--- src/rtl/branch_resolution_update_unit_if.sv ---
// Bundle between the EX/MEM boundary and the branch resolution unit. It carries the
// resolved outcome, the prediction carried down the pipe, and the BPU update traffic.
interface branch_resolution_update_unit_if #(
  parameter int PHT_IDX_W = 11,
  parameter int CNT_W     = 32
);
  logic                 Stall;
  logic                 IRQ;
  logic                 EX_Valid;
  logic [1:0]           EX_Type;
  logic                 EX_Is_Call;
  logic [31:0]          EX_PC;
  logic                 EX_Actual_Taken;
  logic [31:0]          EX_Actual_Target;
  logic                 EX_Pred_Taken;
  logic [31:0]          EX_Pred_Target;
  logic                 EX_BTB_Hit;
  logic [PHT_IDX_W-1:0] EX_PHT_Index;
  logic [1:0]           EX_PHT_Counter;

  logic [PHT_IDX_W-1:0] PHT_Write_Index;
  logic [1:0]           PHT_Write_Data;
  logic                 PHT_Write_En;
  logic                 GHR_Write_Data;
  logic                 GHR_Write_En;
  logic [31:0]          BTB_Write_Addr;
  logic [31:0]          BTB_Write_Data;
  logic                 BTB_Write_En;
  logic                 RAS_CALL_Inst;
  logic                 RAS_RET_Inst_EX;
  logic [31:0]          RAS_CALL_Inst_nextPC;
  logic                 Branch_Taken__EX_MEM;
  logic                 Flush;
  logic [31:0]          Redirect_PC;
  logic [CNT_W-1:0]     Branch_Count;
  logic [CNT_W-1:0]     Mispredict_Count;

  modport slave (
    input  Stall, IRQ, EX_Valid, EX_Type, EX_Is_Call, EX_PC, EX_Actual_Taken,
           EX_Actual_Target, EX_Pred_Taken, EX_Pred_Target, EX_BTB_Hit,
           EX_PHT_Index, EX_PHT_Counter,
    output PHT_Write_Index, PHT_Write_Data, PHT_Write_En, GHR_Write_Data, GHR_Write_En,
           BTB_Write_Addr, BTB_Write_Data, BTB_Write_En, RAS_CALL_Inst, RAS_RET_Inst_EX,
           RAS_CALL_Inst_nextPC, Branch_Taken__EX_MEM, Flush, Redirect_PC,
           Branch_Count, Mispredict_Count
  );

  modport master (
    output Stall, IRQ, EX_Valid, EX_Type, EX_Is_Call, EX_PC, EX_Actual_Taken,
           EX_Actual_Target, EX_Pred_Taken, EX_Pred_Target, EX_BTB_Hit,
           EX_PHT_Index, EX_PHT_Counter,
    input  PHT_Write_Index, PHT_Write_Data, PHT_Write_En, GHR_Write_Data, GHR_Write_En,
           BTB_Write_Addr, BTB_Write_Data, BTB_Write_En, RAS_CALL_Inst, RAS_RET_Inst_EX,
           RAS_CALL_Inst_nextPC, Branch_Taken__EX_MEM, Flush, Redirect_PC,
           Branch_Count, Mispredict_Count
  );
endinterface

--- src/rtl/branch_resolution_update_unit.sv ---
// Resolves EX-stage control transfers against their prediction. It drives the PHT/GHR/BTB/RAS
// updates and the mispredict flush, then blanks wrong-path instructions for a short window.
module branch_resolution_update_unit #(
  parameter int PHT_IDX_W      = 11,
  parameter int RECOVER_CYCLES = 2,
  parameter int CNT_W          = 32
) (
  input  logic                    CLK,
  input  logic                    RST,
  branch_resolution_update_unit_if.slave bus
);
  typedef enum logic {IDLE, RECOVER} state_t;

  localparam logic [3:0]       LAST_CNT = 4'(RECOVER_CYCLES - 1);
  localparam logic [CNT_W-1:0] CNT_ONE  = CNT_W'(1);

  state_t     state_reg, state_next;
  logic [3:0] cnt_reg, cnt_next;

  logic        accept, is_cond, is_ret, target_diff, mispredict, flush, btb_alloc;
  logic [1:0]  pht_ctr_next;
  logic [31:0] pc_plus4, redirect_next;

  logic [PHT_IDX_W-1:0] pht_index_reg;
  logic [1:0]           pht_data_reg;
  logic                 pht_en_reg, ghr_data_reg, ghr_en_reg;
  logic [31:0]          btb_addr_reg, btb_data_reg;
  logic                 btb_en_reg, ras_call_reg, ras_ret_reg;
  logic [31:0]          ras_next_pc_reg, redirect_reg;
  logic                 taken_reg, flush_reg;
  logic [CNT_W-1:0]     branch_count_reg, mispredict_count_reg;

  always_comb begin
    accept       = bus.EX_Valid & ~bus.Stall & (state_reg == IDLE);
    is_cond      = (bus.EX_Type == 2'b00);
    is_ret       = (bus.EX_Type == 2'b11);
    target_diff  = (bus.EX_Pred_Target != bus.EX_Actual_Target);
    mispredict   = accept & ((bus.EX_Pred_Taken != bus.EX_Actual_Taken) |
                             (bus.EX_Actual_Taken & target_diff));
    // An interrupt owns the redirect, so no flush and no wrong-path window.
    flush        = mispredict & ~bus.IRQ;
    // RET targets come from the RAS; a hit RET never needs its BTB target refreshed.
    btb_alloc    = accept & bus.EX_Actual_Taken & (~bus.EX_BTB_Hit | (~is_ret & target_diff));
    pc_plus4     = bus.EX_PC + 32'd4;
    redirect_next = bus.EX_Actual_Taken ? {bus.EX_Actual_Target[31:1], 1'b0} : pc_plus4;
    if (bus.EX_Actual_Taken)
      pht_ctr_next = (bus.EX_PHT_Counter == 2'b11) ? 2'b11 : bus.EX_PHT_Counter + 2'b01;
    else
      pht_ctr_next = (bus.EX_PHT_Counter == 2'b00) ? 2'b00 : bus.EX_PHT_Counter - 2'b01;
  end

  always_comb begin
    state_next = state_reg;
    cnt_next   = cnt_reg;
    case (state_reg)
      IDLE: begin
        if (flush) begin
          state_next = RECOVER;
          cnt_next   = 4'd0;
        end
      end
      RECOVER: begin
        if (!bus.Stall) begin
          if (cnt_reg == LAST_CNT) state_next = IDLE;
          else                     cnt_next   = cnt_reg + 4'd1;
        end
      end
      default: state_next = IDLE;
    endcase
  end

  always_ff @(posedge CLK) begin
    if (RST) begin
      state_reg <= IDLE;
      cnt_reg   <= 4'd0;
    end else begin
      state_reg <= state_next;
      cnt_reg   <= cnt_next;
    end
  end

  always_ff @(posedge CLK) begin
    if (RST) begin
      pht_index_reg        <= '0;
      pht_data_reg         <= 2'b00;
      pht_en_reg           <= 1'b0;
      ghr_data_reg         <= 1'b0;
      ghr_en_reg           <= 1'b0;
      btb_addr_reg         <= 32'd0;
      btb_data_reg         <= 32'd0;
      btb_en_reg           <= 1'b0;
      ras_call_reg         <= 1'b0;
      ras_ret_reg          <= 1'b0;
      ras_next_pc_reg      <= 32'd0;
      redirect_reg         <= 32'd0;
      taken_reg            <= 1'b0;
      flush_reg            <= 1'b0;
      branch_count_reg     <= '0;
      mispredict_count_reg <= '0;
    end else begin
      pht_en_reg   <= accept & is_cond;
      ghr_en_reg   <= accept & is_cond;
      btb_en_reg   <= btb_alloc;
      ras_call_reg <= accept & bus.EX_Is_Call;
      ras_ret_reg  <= accept & is_ret;
      flush_reg    <= flush;
      if (accept & is_cond) begin
        pht_index_reg <= bus.EX_PHT_Index;
        pht_data_reg  <= pht_ctr_next;
        ghr_data_reg  <= bus.EX_Actual_Taken;
      end
      if (btb_alloc) begin
        btb_addr_reg <= bus.EX_PC;
        btb_data_reg <= {bus.EX_Actual_Target[31:2], bus.EX_Type};
      end
      if (accept & bus.EX_Is_Call) ras_next_pc_reg <= pc_plus4;
      if (accept) begin
        taken_reg        <= bus.EX_Actual_Taken;
        branch_count_reg <= branch_count_reg + CNT_ONE;
      end
      if (mispredict) begin
        redirect_reg         <= redirect_next;
        mispredict_count_reg <= mispredict_count_reg + CNT_ONE;
      end
    end
  end

  assign bus.PHT_Write_Index      = pht_index_reg;
  assign bus.PHT_Write_Data       = pht_data_reg;
  assign bus.PHT_Write_En         = pht_en_reg;
  assign bus.GHR_Write_Data       = ghr_data_reg;
  assign bus.GHR_Write_En         = ghr_en_reg;
  assign bus.BTB_Write_Addr       = btb_addr_reg;
  assign bus.BTB_Write_Data       = btb_data_reg;
  assign bus.BTB_Write_En         = btb_en_reg;
  assign bus.RAS_CALL_Inst        = ras_call_reg;
  assign bus.RAS_RET_Inst_EX      = ras_ret_reg;
  assign bus.RAS_CALL_Inst_nextPC = ras_next_pc_reg;
  assign bus.Branch_Taken__EX_MEM = taken_reg;
  assign bus.Flush                = flush_reg;
  assign bus.Redirect_PC          = redirect_reg;
  assign bus.Branch_Count         = branch_count_reg;
  assign bus.Mispredict_Count     = mispredict_count_reg;
endmodule

--- src/flat_wrapper.sv ---
// flat-port wrapper written by rule: the top's interface ports become plain ports
module branch_resolution_update_unit_flat 
#(
  parameter int PHT_IDX_W      = 11,
  parameter int RECOVER_CYCLES = 2,
  parameter int CNT_W          = 32
)
  (CLK, RST, bus_Stall, bus_IRQ, bus_EX_Valid, bus_EX_Type, bus_EX_Is_Call, bus_EX_PC, bus_EX_Actual_Taken, bus_EX_Actual_Target, bus_EX_Pred_Taken, bus_EX_Pred_Target, bus_EX_BTB_Hit, bus_EX_PHT_Index, bus_EX_PHT_Counter, bus_PHT_Write_Index, bus_PHT_Write_Data, bus_PHT_Write_En, bus_GHR_Write_Data, bus_GHR_Write_En, bus_BTB_Write_Addr, bus_BTB_Write_Data, bus_BTB_Write_En, bus_RAS_CALL_Inst, bus_RAS_RET_Inst_EX, bus_RAS_CALL_Inst_nextPC, bus_Branch_Taken__EX_MEM, bus_Flush, bus_Redirect_PC, bus_Branch_Count, bus_Mispredict_Count);
  branch_resolution_update_unit_if #(.PHT_IDX_W(PHT_IDX_W), .CNT_W(CNT_W)) bus_i ();
  input  logic CLK;
  input  logic RST;
  input wire logic [$bits(bus_i.Stall)-1:0] bus_Stall;
  input wire logic [$bits(bus_i.IRQ)-1:0] bus_IRQ;
  input wire logic [$bits(bus_i.EX_Valid)-1:0] bus_EX_Valid;
  input wire logic [$bits(bus_i.EX_Type)-1:0] bus_EX_Type;
  input wire logic [$bits(bus_i.EX_Is_Call)-1:0] bus_EX_Is_Call;
  input wire logic [$bits(bus_i.EX_PC)-1:0] bus_EX_PC;
  input wire logic [$bits(bus_i.EX_Actual_Taken)-1:0] bus_EX_Actual_Taken;
  input wire logic [$bits(bus_i.EX_Actual_Target)-1:0] bus_EX_Actual_Target;
  input wire logic [$bits(bus_i.EX_Pred_Taken)-1:0] bus_EX_Pred_Taken;
  input wire logic [$bits(bus_i.EX_Pred_Target)-1:0] bus_EX_Pred_Target;
  input wire logic [$bits(bus_i.EX_BTB_Hit)-1:0] bus_EX_BTB_Hit;
  input wire logic [$bits(bus_i.EX_PHT_Index)-1:0] bus_EX_PHT_Index;
  input wire logic [$bits(bus_i.EX_PHT_Counter)-1:0] bus_EX_PHT_Counter;
  output wire logic [$bits(bus_i.PHT_Write_Index)-1:0] bus_PHT_Write_Index;
  output wire logic [$bits(bus_i.PHT_Write_Data)-1:0] bus_PHT_Write_Data;
  output wire logic [$bits(bus_i.PHT_Write_En)-1:0] bus_PHT_Write_En;
  output wire logic [$bits(bus_i.GHR_Write_Data)-1:0] bus_GHR_Write_Data;
  output wire logic [$bits(bus_i.GHR_Write_En)-1:0] bus_GHR_Write_En;
  output wire logic [$bits(bus_i.BTB_Write_Addr)-1:0] bus_BTB_Write_Addr;
  output wire logic [$bits(bus_i.BTB_Write_Data)-1:0] bus_BTB_Write_Data;
  output wire logic [$bits(bus_i.BTB_Write_En)-1:0] bus_BTB_Write_En;
  output wire logic [$bits(bus_i.RAS_CALL_Inst)-1:0] bus_RAS_CALL_Inst;
  output wire logic [$bits(bus_i.RAS_RET_Inst_EX)-1:0] bus_RAS_RET_Inst_EX;
  output wire logic [$bits(bus_i.RAS_CALL_Inst_nextPC)-1:0] bus_RAS_CALL_Inst_nextPC;
  output wire logic [$bits(bus_i.Branch_Taken__EX_MEM)-1:0] bus_Branch_Taken__EX_MEM;
  output wire logic [$bits(bus_i.Flush)-1:0] bus_Flush;
  output wire logic [$bits(bus_i.Redirect_PC)-1:0] bus_Redirect_PC;
  output wire logic [$bits(bus_i.Branch_Count)-1:0] bus_Branch_Count;
  output wire logic [$bits(bus_i.Mispredict_Count)-1:0] bus_Mispredict_Count;
  assign bus_i.Stall = bus_Stall;
  assign bus_i.IRQ = bus_IRQ;
  assign bus_i.EX_Valid = bus_EX_Valid;
  assign bus_i.EX_Type = bus_EX_Type;
  assign bus_i.EX_Is_Call = bus_EX_Is_Call;
  assign bus_i.EX_PC = bus_EX_PC;
  assign bus_i.EX_Actual_Taken = bus_EX_Actual_Taken;
  assign bus_i.EX_Actual_Target = bus_EX_Actual_Target;
  assign bus_i.EX_Pred_Taken = bus_EX_Pred_Taken;
  assign bus_i.EX_Pred_Target = bus_EX_Pred_Target;
  assign bus_i.EX_BTB_Hit = bus_EX_BTB_Hit;
  assign bus_i.EX_PHT_Index = bus_EX_PHT_Index;
  assign bus_i.EX_PHT_Counter = bus_EX_PHT_Counter;
  assign bus_PHT_Write_Index = bus_i.PHT_Write_Index;
  assign bus_PHT_Write_Data = bus_i.PHT_Write_Data;
  assign bus_PHT_Write_En = bus_i.PHT_Write_En;
  assign bus_GHR_Write_Data = bus_i.GHR_Write_Data;
  assign bus_GHR_Write_En = bus_i.GHR_Write_En;
  assign bus_BTB_Write_Addr = bus_i.BTB_Write_Addr;
  assign bus_BTB_Write_Data = bus_i.BTB_Write_Data;
  assign bus_BTB_Write_En = bus_i.BTB_Write_En;
  assign bus_RAS_CALL_Inst = bus_i.RAS_CALL_Inst;
  assign bus_RAS_RET_Inst_EX = bus_i.RAS_RET_Inst_EX;
  assign bus_RAS_CALL_Inst_nextPC = bus_i.RAS_CALL_Inst_nextPC;
  assign bus_Branch_Taken__EX_MEM = bus_i.Branch_Taken__EX_MEM;
  assign bus_Flush = bus_i.Flush;
  assign bus_Redirect_PC = bus_i.Redirect_PC;
  assign bus_Branch_Count = bus_i.Branch_Count;
  assign bus_Mispredict_Count = bus_i.Mispredict_Count;
  branch_resolution_update_unit #(.PHT_IDX_W(PHT_IDX_W), .RECOVER_CYCLES(RECOVER_CYCLES), .CNT_W(CNT_W)) u_core (.CLK(CLK), .RST(RST), .bus(bus_i));
endmodule
--- config.mk ---
export PLATFORM = sky130hd
export DESIGN_NAME = branch_resolution_update_unit_flat
export DESIGN_NICKNAME = d
export VERILOG_FILES = /design/src/rtl/branch_resolution_update_unit_if.sv /design/src/rtl/branch_resolution_update_unit.sv /design/src/flat_wrapper.sv
export SDC_FILE = /design/constraint.sdc
export NUM_CORES = 1
export LEC_CHECK = 0
export ABC_AREA = 1
export CAP_MARGIN = 20
export CORE_MARGIN = 1
export CORE_UTILIZATION = 40
export CTS_CLUSTER_DIAMETER = 50
export DETAILED_ROUTE_END_ITERATION = 6
export PLACE_DENSITY = 0.73
export RECOVER_POWER = 100
export SYNTH_ARGS = -nofsm -noshare
export SYNTH_HDL_FRONTEND = slang
export SYNTH_SLANG_ARGS = --single-unit
--- constraint.sdc ---
create_clock -name CLK -period 1.63 [get_ports CLK]
set_input_delay 0.4075 -clock CLK [delete_from_list [all_inputs] [get_ports CLK]]
set_output_delay 0.4075 -clock CLK [all_outputs]
set_load 0.01 [all_outputs]
# [After elaboration in Yosys (flattened, before gate mapping)]
# Index checks and enable logic that the tools add are counted.
[totals] out_inout_bits=213 register_bits=217
[op_classes] n_reduce_logical=3 mux=12 n_bitwise=18 addsub=6 eq_ne=8
[ops] operator="adder 32 x 1 -> 32 bit (second input constant)" count=2
[ops] operator="adder 32 x 3 -> 32 bit (second input constant)" count=1
[ops] operator="two-way mux 32 bit" count=1
[ops] operator="inequality test 32 bit" count=1
[ops] operator="two-way mux 4 bit" count=3
[ops] operator="AND 1 bit" count=11
[ops] operator="one-hot mux 4 bit (2 select lines)" count=1
[ops] operator="two-way mux 2 bit" count=3
[ops] operator="inverter 1 bit" count=5
[ops] operator="adder 4 x 1 -> 4 bit (second input constant)" count=1
[ops] operator="equality test 2 bit (second input constant)" count=2
[ops] operator="equality test 4 x 1 -> 1 bit (second input constant)" count=1
[ops] operator="logical NOT 2 bit" count=2
[ops] operator="inequality test 2 bit (second input constant)" count=2
[ops] operator="two-way mux 1 bit" count=3
[ops] operator="AND reduction 3 bit" count=1
[ops] operator="adder 2 x 1 -> 2 bit (second input constant)" count=1
[ops] operator="inequality test 2 x 1 -> 1 bit (second input constant)" count=1
[ops] operator="bitwise OR 1 bit" count=2
[ops] operator="one-hot mux 1 bit (2 select lines)" count=1
[ops] operator="subtractor 2 x 1 -> 2 bit (second input constant)" count=1
[ops] operator="inequality test 1 bit" count=1

# [Depth between registers and ports, before layout]
# Gate-level depths: netlist (run 1).
[logic_depth] word_depth=7 ltp_mapped=15 mapped_depth_nobuf=13

# [Least setup slack after synthesis (run 1)]
# No wires, ideal clock.
[synth_path] path_kind="input to register" from="input port bus_EX_Actual_Target[0]" to="register u_core.mispredict_count_reg[19] (netlist: u_core.bus.Mispredict_Count[19])" required_ps=1498 setup_ps=132 stages=12 slack_ps=-11 arrival_time_ps=1508 path_buffers=2 path_cell_list="xnor2_1 > nand2_1 > nor2_1 > nand2_1 > nor2_2 > nand3_1 > nand2_2 > inv_2 > buf_6 > buf_2 > nand2_1 > a21oi_1"
[synth_via] elab_chain_len=4
[synth_rtl] element="from (decl)" line_no="flat_wrapper.sv:19" rtl="input wire logic [$bits(bus_i.EX_Actual_Target)-1:0] bus_EX_Actual_Target;"
[synth_rtl] element="inequality test 32 bit" line_no="branch_resolution_update_unit.sv:37" rtl="target_diff = (bus.EX_Pred_Target != bus.EX_Actual_Target);"
[synth_rtl] element="AND 1 bit" line_no="branch_resolution_update_unit.sv:39" rtl="(bus.EX_Actual_Taken & target_diff));"
[synth_rtl] element="bitwise OR 1 bit" line_no="branch_resolution_update_unit.sv:38" rtl="mispredict = accept & ((bus.EX_Pred_Taken != bus.EX_Actual_Taken) |"
[synth_rtl] element="AND 1 bit" line_no="branch_resolution_update_unit.sv:38"
[synth_rtl] element="to (signal assigned)" line_no="branch_resolution_update_unit.sv:123" rtl="mispredict_count_reg <= mispredict_count_reg + CNT_ONE;"
[synth_rtl] element="to (decl)" line_no="branch_resolution_update_unit.sv:31" rtl="logic [CNT_W-1:0] branch_count_reg, mispredict_count_reg;"
# No other way between the ends.
# A chain may end at the register's enable or synchronous reset.

# [Worst setup path after layout (run 1)]
[layout_path] from="register u_core.mispredict_count_reg[18] (netlist: u_core.bus.Mispredict_Count[18])" to="register u_core.mispredict_count_reg[22] (netlist: u_core.bus.Mispredict_Count[22])"
[layout_via] elab_chain_len=1
[layout_rtl] element="adder 32 x 1 -> 32 bit" line_no="branch_resolution_update_unit.sv:123"
# No other way between the ends.

==> qor.yml, run 1 <==
floorplanning:
  core_area_um2: 26300
  row_count: 59
  die_height_um: 166
  initial_core_util: 0.412
  io_pins: 333
  die_w_um: 166
  dieArea_um2: 27700
place:
  port_buffers: 332
  placed_cell_area_um2: 16200
  gp_congestion: 0.926
  post-dp-hpwl_mm: 31.4
timing:
  layout_min_cycle_time_ns: 1.67
  period_share: 1.02
  fmax_mhz: 600
  finalSetupViolations: 10
  timing.setup.tns_ns: -0.106
  fin_skew_ns: 0.0146
  slew_viol_final: 0
  setup_slack_ns: -0.0362
  tightestPinTransition_ns: 0.531
  hold_viol: 0
  rsz0062_at_grt: "yes"
  fin_hold_ws_ns: 0.175
  maxSlewHeadroom: 0.646
logic_synthesis:
  ys_types: 39
  syn_area_um2: 10800
  synth_edf_count: 0
  synthCells: 1583
  synth.avg_cell_area_um2: 6.84
  asyncSetResetFlopFracSynth: 0
  yosys.area.top_type_share: 0.401
  yosys-top-cells-area: "dfxtp_1 40%, nand2_1 15%, a21oi_1 7.0%"
  synth_largest_area_cell: "dfxtp_1"
  yosys_register_bits: 217
  ys_dominant_reg_cell: "dfxtp_1"
  syn_nets: 1708
  ys_warn_count: 0
  ys_seq_area_frac: 0.401
worst_setup_path:
  cp_max_fo: 4
  start_kind: "register"
  path_class: "register to register"
  crit_required_ns: 2.10
  rrSetupSlack_ns: -0.04
  arrival_ns: 2.14
  critPathCaptureType: "register"
  ff2ff_path_depth: 8
global_routing:
  grt_pass1_wl_mm: 68.6
  grt_max_degree: 91
  antenna_found_initial: 1
  grt_pass1_vias: 12700
  grt_util_all_layers: 0.311
  grt-ovfl-total: 0
route:
  drt-pass1-iter-count: 7
  via_per_inst: 5.22
  met3_wirelength_mm: 3.79
  drc: 19
  drt_wl_total_mm: 46.1
  avgRoutedWirePerCell_um: 18.2
  route.vias.total: 13200
  wl_met2_mm: 22.2
  routed.top_layer: "met5"
  met1_length_mm: 18.1
  drtIter0Drc: 834
  ant_nets: 0
clock_tree:
  cts_tree: "done"
  path_clk_slew_ns: 0.06
  cts_buffers: 30
  htreeDepth: 1
  cts-root-buf: "clkbuf_16"
  clock_sinks: 217
  cts_max_path_buffers: 3
  insertion_delay_ns: 0.55
outcome:
  status: "finished, violations left"
  violations: "design-rule violations, negative setup slack"
cells_and_area:
  design_area_um2: 18600
  drive_gt1_frac: 0.352
  nets: 2294
  area_delta_synth_final_pct: 72.3
  diodes: 0
hold_path:
  min_path_cells: 3
  hold_path_class: "input pin to register"
power:
  p_leak_nw: 8.72
  power_density_nw_per_um2: 775
  ir_worst_vdd_mv: 0.660
  finalPower_w: 0.0144
job:
  max-cap-violations: 0
path summary, 6_finish.rpt:
check / start / endpoint
max: u_core.bus.Mispredict_Count[18] / u_core.bus.Mispredict_Count[22]
min: bus_EX_Actual_Target[13] / u_core.bus.BTB_Write_Data[13]
max reg2reg: u_core.bus.Mispredict_Count[18] / u_core.bus.Mispredict_Count[22]
min reg2reg: u_core.bus.PHT_Write_Index[10] / u_core.bus.PHT_Write_Index[10]
logic make-up (layout without fill, tap and decap cells):
family | after synthesis | after routing | share of synthesized area
AND/OR/NAND/NOR | 809 | 809 | 0.321
AO/OA/AOI/OAI | 256 | 256 | 0.126
buffers and inverters | 223 | 833 | 0.0861
flip-flops | 217 | 217 | 0.401
XOR/XNOR | 73 | 73 | 0.0591
adder cells (fa/ha/maj) | 5 | 5 | 0.00578
layout make-up:
cell class	instances	area [um2]
clock buffers	38	852
clock inverters	18	179
fillers	2166	7640
inverters	146	588
multi-input cells	1143	6600
flip-flops and latches	217	4460
well taps	335	419
repair buffers	631	5540
per-stage QoR:
step / cells / util / worst slack (ns)
global placement: 2414 / 0.616 / -0.949
CTS: 2515 / 0.682 / -0.0626
detailed placement: 2414 / 0.616 / -0.951
finish: 2528 / 0.709 / -0.0362
global route: 2528 / 0.709 / -0.128
floorplan: 1583 / - / 0.00598
routing by layer:
metal	track usage	vias up
li1	-	6319
met3	0.0635	119
met2	0.543	587
met5	0	-
met1	0.374	6180
met4	0.118	2
cell usage in the layout, fill, tap and decap left out, types with 7 or more instances in the layout:
cell type	synthesis	layout
o21ai_2	0	7
dfxtp_1	217	156
nor2_4	2	18
buf_4	8	249
buf_6	4	13
clkdlybuf4s50_1	0	26
nand3_1	119	107
nand3b_1	7	7
nand2_2	3	44
nor2_2	7	35
clkbuf_2	0	63
a21oi_1	152	118
nand2_4	0	12
nor3_2	4	18
dlymetal6s2s_1	0	7
a21oi_2	0	33
nor3_4	0	12
buf_12	0	18
dfxtp_4	0	17
inv_1	140	124
xor2_1	41	35
clkdlybuf4s15_2	0	8
buf_2	19	37
o211ai_1	21	21
dfxtp_2	0	44
nand3_2	3	13
nand4_1	19	19
xnor2_1	32	26
buf_16	0	11
nor3_1	40	14
inv_2	6	17
dlygate4sd2_1	0	133
o21ai_1	7	20
nor2_1	160	116
clkbuf_16	0	38
nand2_1	427	373
o21ai_0	64	43
clkdlybuf4s15_1	0	52
timing repair:
action | in CTS | in global routing
setup endpoints to repair | 379 | 236
hold endpoints to repair | 0 | 0
hold buffers | 0 | 0
pin swaps | 93 | 155
resized for setup | 633 | 395
gates cloned | 12 | 7
setup buffers | 33 | 12
report_power, final:
group	internal (W)	switching, W
Sequential	0.00545	0.000101
Combinational	0.00102	0.00118
Clock	0.00405	0.00266
Yosys cell counts (all sizes together) (3+ instances only):
cell type,n
nand2,430
dfxtp,217
nor2,169
a21oi,152
inv,146
nand3,122
o21ai,71
nor3,44
clkbuf,42
xor2,41
buf,35
xnor2,32
nand4,22
o211ai,21
nor4,10
nand3b,7
o21bai,6
ha,5
or2,3
worst max-delay path: stages, from the launching register on:
cell and delay [ns]:
dfxtp_2 0.35, buf_4 0.13, nand2_1 0.13, nor2_1 0.19
nand2_1 0.16, nor3_4 0.25, xor2_1 0.21, nand2_2 0.06
a21oi_1 0.10
(Power assumes the default switching activity.)
==> run 2: changes to the inputs <==
Settings changed: CAP_MARGIN 20 to unset, TNS_END_PERCENT set to 100.
==> results of run 2 <==
Same layout as run 1: the final DEF is identical, and so are final timing and power.
